===== src/rtl/pixel_chunk_packer.sv =====
// Packs a serial pixel stream into CHUNK_SIZE-wide chunks for the upscaler chunk stage.
// Line-end partial chunks are padded by replicating the last pixel.
module pixel_chunk_packer #(
  parameter int PIXEL_W    = 24,
  parameter int CHUNK_SIZE = 8,
  parameter int X_W        = 8
) (
  input  logic                             clk,
  input  logic                             resetn,
  input  logic [PIXEL_W-1:0]               s_pixel,
  input  logic                             s_valid,
  output logic                             s_ready,
  input  logic                             s_sof,
  input  logic                             s_eol,
  output logic [PIXEL_W*CHUNK_SIZE-1:0]    m_chunk,
  output logic                             m_valid,
  input  logic                             m_ready,
  output logic [$clog2(CHUNK_SIZE+1)-1:0]  m_count,
  output logic                             m_sof,
  output logic                             m_eol,
  output logic [X_W-1:0]                   m_chunk_x,
  output logic                             drop_pulse
);

  localparam int IDX_W  = $clog2(CHUNK_SIZE);
  localparam int CNT_W  = $clog2(CHUNK_SIZE+1);
  localparam int DATA_W = PIXEL_W*CHUNK_SIZE;
  localparam logic [IDX_W-1:0] LAST_IDX = IDX_W'(CHUNK_SIZE-1);

  logic [IDX_W-1:0]  idx_r;
  logic [DATA_W-1:0] acc_r;
  logic              sof_r;
  logic [X_W-1:0]    x_r;

  logic              accept_s;
  logic              mid_sof_s;
  logic              complete_s;
  logic [IDX_W-1:0]  eff_idx_s;
  logic [X_W-1:0]    eff_x_s;
  logic [DATA_W-1:0] chunk_s;

  assign s_ready = resetn && (!m_valid || m_ready);

  // A SOF beat restarts the chunk at lane 0; lanes at or above the current index take the pixel (padding).
  always_comb begin
    accept_s  = s_valid && s_ready;
    mid_sof_s = accept_s && s_sof && (idx_r != {IDX_W{1'b0}});
    if (s_sof) begin
      eff_idx_s = {IDX_W{1'b0}};
      eff_x_s   = {X_W{1'b0}};
    end else begin
      eff_idx_s = idx_r;
      eff_x_s   = x_r;
    end
    complete_s = accept_s && ((eff_idx_s == LAST_IDX) || s_eol);
    chunk_s    = {DATA_W{1'b0}};
    for (int i = 0; i < CHUNK_SIZE; i++) begin
      if (IDX_W'(i) < eff_idx_s) begin
        chunk_s[i*PIXEL_W +: PIXEL_W] = acc_r[i*PIXEL_W +: PIXEL_W];
      end else begin
        chunk_s[i*PIXEL_W +: PIXEL_W] = s_pixel;
      end
    end
  end

  // Accumulator, fill index, pending SOF flag and line chunk counter.
  always_ff @(posedge clk or negedge resetn) begin
    if (!resetn) begin
      idx_r <= {IDX_W{1'b0}};
      acc_r <= {DATA_W{1'b0}};
      sof_r <= 1'b0;
      x_r   <= {X_W{1'b0}};
    end else if (accept_s) begin
      acc_r <= chunk_s;
      if (complete_s) begin
        idx_r <= {IDX_W{1'b0}};
        sof_r <= 1'b0;
        x_r   <= s_eol ? {X_W{1'b0}} : (eff_x_s + X_W'(1));
      end else begin
        idx_r <= eff_idx_s + IDX_W'(1);
        sof_r <= sof_r | s_sof;
        x_r   <= eff_x_s;
      end
    end
  end

  // Output chunk register; a new chunk may load on the same edge the old one is taken.
  always_ff @(posedge clk or negedge resetn) begin
    if (!resetn) begin
      m_valid    <= 1'b0;
      m_chunk    <= {DATA_W{1'b0}};
      m_count    <= {CNT_W{1'b0}};
      m_sof      <= 1'b0;
      m_eol      <= 1'b0;
      m_chunk_x  <= {X_W{1'b0}};
      drop_pulse <= 1'b0;
    end else begin
      drop_pulse <= mid_sof_s;
      if (complete_s) begin
        m_valid   <= 1'b1;
        m_chunk   <= chunk_s;
        m_count   <= CNT_W'(eff_idx_s) + CNT_W'(1);
        m_sof     <= sof_r | s_sof;
        m_eol     <= s_eol;
        m_chunk_x <= eff_x_s;
      end else if (m_ready) begin
        m_valid <= 1'b0;
      end
    end
  end

endmodule


===== config.mk =====
export PLATFORM = sky130hd
export DESIGN_NAME = pixel_chunk_packer
export DESIGN_NICKNAME = d
export VERILOG_FILES = /design/src/rtl/pixel_chunk_packer.sv
export SDC_FILE = /design/constraint.sdc
export NUM_CORES = 1
export LEC_CHECK = 0
export ABC_AREA = 1
export BUFFER_PORTS_ARGS = -buffer_cell sky130_fd_sc_hd__buf_2
export CORE_MARGIN = 2
export CORE_UTILIZATION = 25
export CTS_CLUSTER_DIAMETER = 120
export DETAILED_ROUTE_END_ITERATION = 7
export HOLD_SLACK_MARGIN = 0.02
export PLACE_DENSITY = 0.49
export SKIP_LAST_GASP = 1
export SLEW_MARGIN = 20
export SYNTH_ARGS = -nofsm -noshare
export SYNTH_HDL_FRONTEND = slang
export SYNTH_SLANG_ARGS = --single-unit

===== constraint.sdc =====
create_clock -name clk -period 1.8 [get_ports clk]
set_input_delay 0.09 -clock clk [delete_from_list [all_inputs] [get_ports clk]]
set_output_delay 0.09 -clock clk [all_outputs]
set_load 0.01 [all_outputs]

==> flow_summary.json <==
{
  "status": "finished with violations",
  "failed_checks": "hold timing, setup timing",
  "syn2layout_area_growth_pct": 30.1,
  "yosys.area.top_type": "dfrtp_1",
  "grt_max_degree": 154,
  "wl_per_cell_um": 18.0,
  "grt_pass1_wl_um": 83600,
  "p_per_area_nw_per_um2": 1250,
  "fin_crit_sh_pct": 100,
  "drv_cap": 0,
  "synth_compound_area_share_pct": 13.2,
  "htreeDepth": 2,
  "worst_pin_slew_ns": 0.797,
  "clk-insertion-delay-late_ns": 0.59,
  "max-slew-margin-rel_pct": 46.9,
  "tritoncts": "built",
  "drtPass1Iterations": 7,
  "drive_gt1_share_pct": 19.5,
  "fillerInstances": 6721,
  "gr-total-overflow": 0,
  "vdd_drop_max_v": 0.000653,
  "fin_util_pct": 33.0,
  "nets": 2240,
  "core_area_sq_um": 64600,
  "synth_area_sq_um": 16400,
  "grt_antenna_before_repair": 1,
  "synthSimpleGateAreaFrac_pct": 20.5,
  "worst_ep_required_time_ns": 2.25,
  "reg2reg_slack_ns": -0.004,
  "crit_end": "m_chunk[175]",
  "crit_type": "reg -> reg",
  "hold_ws_ns": -0.365,
  "synthesis.instances": 1933,
  "ys_ff_latch": 388,
  "cts-root-buf": "clkbuf_16",
  "slew_viol_final": 0,
  "setup_ws_ns": -0.00366,
  "r2r_end": "m_chunk[175]",
  "clock.fmax_mhz": 554,
  "drc": 0,
  "final_common_cell": "nand2_1",
  "hpwl_um": 35300,
  "yosysWarnings": 0,
  "io_buffers": 238,
  "yosysSeqAreaShare_pct": 59.3,
  "synthTopCellsByArea": "dfrtp_1, nand2_1, o21ai_0",
  "avgSynthCellArea_sq_um": 8.47,
  "die_y_um": 260,
  "path_clk_slew_ns": 0.06,
  "r2r-start": "idx_r[0]",
  "dieArea_sq_um": 67500,
  "critPathCaptureType": "flop",
  "layout_common_cells": "nand2_1, dfrtp_1, buf_2",
  "synth_nets": 1966,
  "synth_xor_xnor_area_share_pct": 0,
  "synth_top_family_by_area": "simple AND/OR/NAND/NOR gates",
  "synthAdderAreaFrac_pct": 0.229,
  "yosysUniqueCellTypes": 28,
  "final.setup.tns_ns": -0.00366,
  "skew_ns": 0.0284,
  "grt_use_total_pct": 16.4,
  "p_leak_uw": 0.0109,
  "finalSetupViolCount": 1,
  "ios": 239,
  "synthMuxAreaShare_pct": 0,
  "power_uw": 26600,
  "seq_area_sq_um": 9710,
  "dp_slack_ns": -0.0818,
  "crit_start": "idx_r[0]",
  "vias": 13800,
  "worstPathArrival_ns": 2.26,
  "fin_crit_ns": 1.80,
  "wl_um": 55800,
  "vias_per_cell": 4.44,
  "clock-sinks": 388,
  "rows": 93,
  "synthDominantCellAreaShare_pct": 59.3,
  "gp_congestion": 0.799,
  "hold_violations": 181,
  "hold_class": "in -> async",
  "cts_made_buffers": 45,
  "die_w_um": 260,
  "dr.first_iter.drc_count": 1012,
  "reg2reg_depth": 12,
  "crit_fanout": 7,
  "start_kind": "flop",
  "ant_nets": 0,
  "rsz0062_at_grt": "yes",
  "initial_core_util_pct": 25.3,
  "multi_input_area_sq_um": 5660,
  "grt_pass1_vias": 13300,
  "clk_path_buf_depth": 3
}
## registers in the layout, summed over array words and instances, names as in the netlist
signal,flops
acc_r,168
m_eol,1
m_chunk,192
drop_pulse,1
m_chunk_x,8
m_valid,1
idx_r,3
m_count,4
x_r,8
sof_r,1
m_sof,1
## how the worst min path moves through the flow
stage	endpoint	slack [ns]	depth (start not counted)
global route	m_chunk[164]	-0.29	2
CTS	acc_r[65]	-0.44	2
global placement	m_chunk[185]	0.18	2
detailed placement	m_chunk[185]	0.18	2
floorplan	acc_r[0]	-0.21	0
finish	m_count[3]	-0.37	2
## layout make-up
class	count	share of cell area (%)
Antenna cell	1	0.0118
Clock buffer	55	5.84
Clock inverter	26	2.30
Inverter	121	2.22
Multi-Input combinational cell	1304	26.6
Sequential cell	388	45.6
Tap cell	855	5.03
Timing Repair Buffer	347	12.4
## per-stage QoR
| step | hold WS, ns | cells | instance area, sq um |
|---|---|---|---|
| 6_report | -0.365 | 3097 | 21300 |
| 5_1_grt | -0.290 | 3096 | 21300 |
| 4_1_cts | -0.445 | 3090 | 21100 |
| 3_5_place_dp | 0.184 | 2974 | 18800 |
| 3_3_place_gp | 0.181 | 2974 | 18800 |
| 2_1_floorplan | -0.206 | 1933 | 16400 |
## timing repair
action | CTS | global route
gates cloned | 4 | 5
endpoints found under the setup margin | 144 | 139
hold endpoints to repair | 418 | 239
hold buffers | 22 | 2
gates resized for setup | 14 | 22
pin swaps | 2 | 4
buffers inserted | 9 | 1
## critical path: stages, from the launching register on
cell       delay [ns]
dfrtp_1          0.37
nand2_2          0.07
inv_2            0.09
ha_4             0.14
ha_4             0.13
nor2_4           0.04
nor2_4           0.19
inv_8            0.07
buf_12           0.15
buf_12           0.15
clkbuf_16        0.16
nand2_2          0.05
o21ai_1          0.05
## kinds of logic after synthesis
group / Yosys count
flip-flops: 388
buffers and inverters: 241
adder cells (fa/ha/maj): 3
AND/OR/NAND/NOR: 873
AO/OA/AOI/OAI: 428
## power by group
group	internal, uW	leakage [uW]	switching [uW]
logic	1800	0.00521	2900
clock network	6680	0.000848	3980
registers	10400	0.00488	895
total	18800	0.0109	7770
## cells in the mapped netlist
| master | count |
|---|---|
| nand4_1 | 1 |
| inv_1 | 116 |
| buf_1 | 2 |
| ha_1 | 3 |
| o21bai_1 | 1 |
| nand3_1 | 16 |
| o21ai_1 | 138 |
| nand3_4 | 1 |
| nand3_2 | 1 |
| dfrtp_1 | 388 |
| clkbuf_1 | 49 |
| o21ai_0 | 233 |
| a31oi_1 | 2 |
| nand2_1 | 786 |
| buf_2 | 43 |
| inv_6 | 1 |
| a21oi_1 | 51 |
| buf_4 | 15 |
| a22oi_1 | 1 |
| nand3b_1 | 2 |
| nor2_4 | 2 |
| o21ai_2 | 2 |
| nor2_1 | 60 |
| nand2_4 | 2 |
| buf_6 | 11 |
| inv_2 | 4 |
| nand2_2 | 1 |
| and2_1 | 1 |
## metal layers
metal  vias up  track usage, %  wire length (um)
met1      6671            23.0             26200
met4         0            3.75              1030
met2       364            25.4             25000
li1       6666               -                 -
met3        61            3.79              3580
met5         -               0                 0
Power figures use the tool's default switching activity.
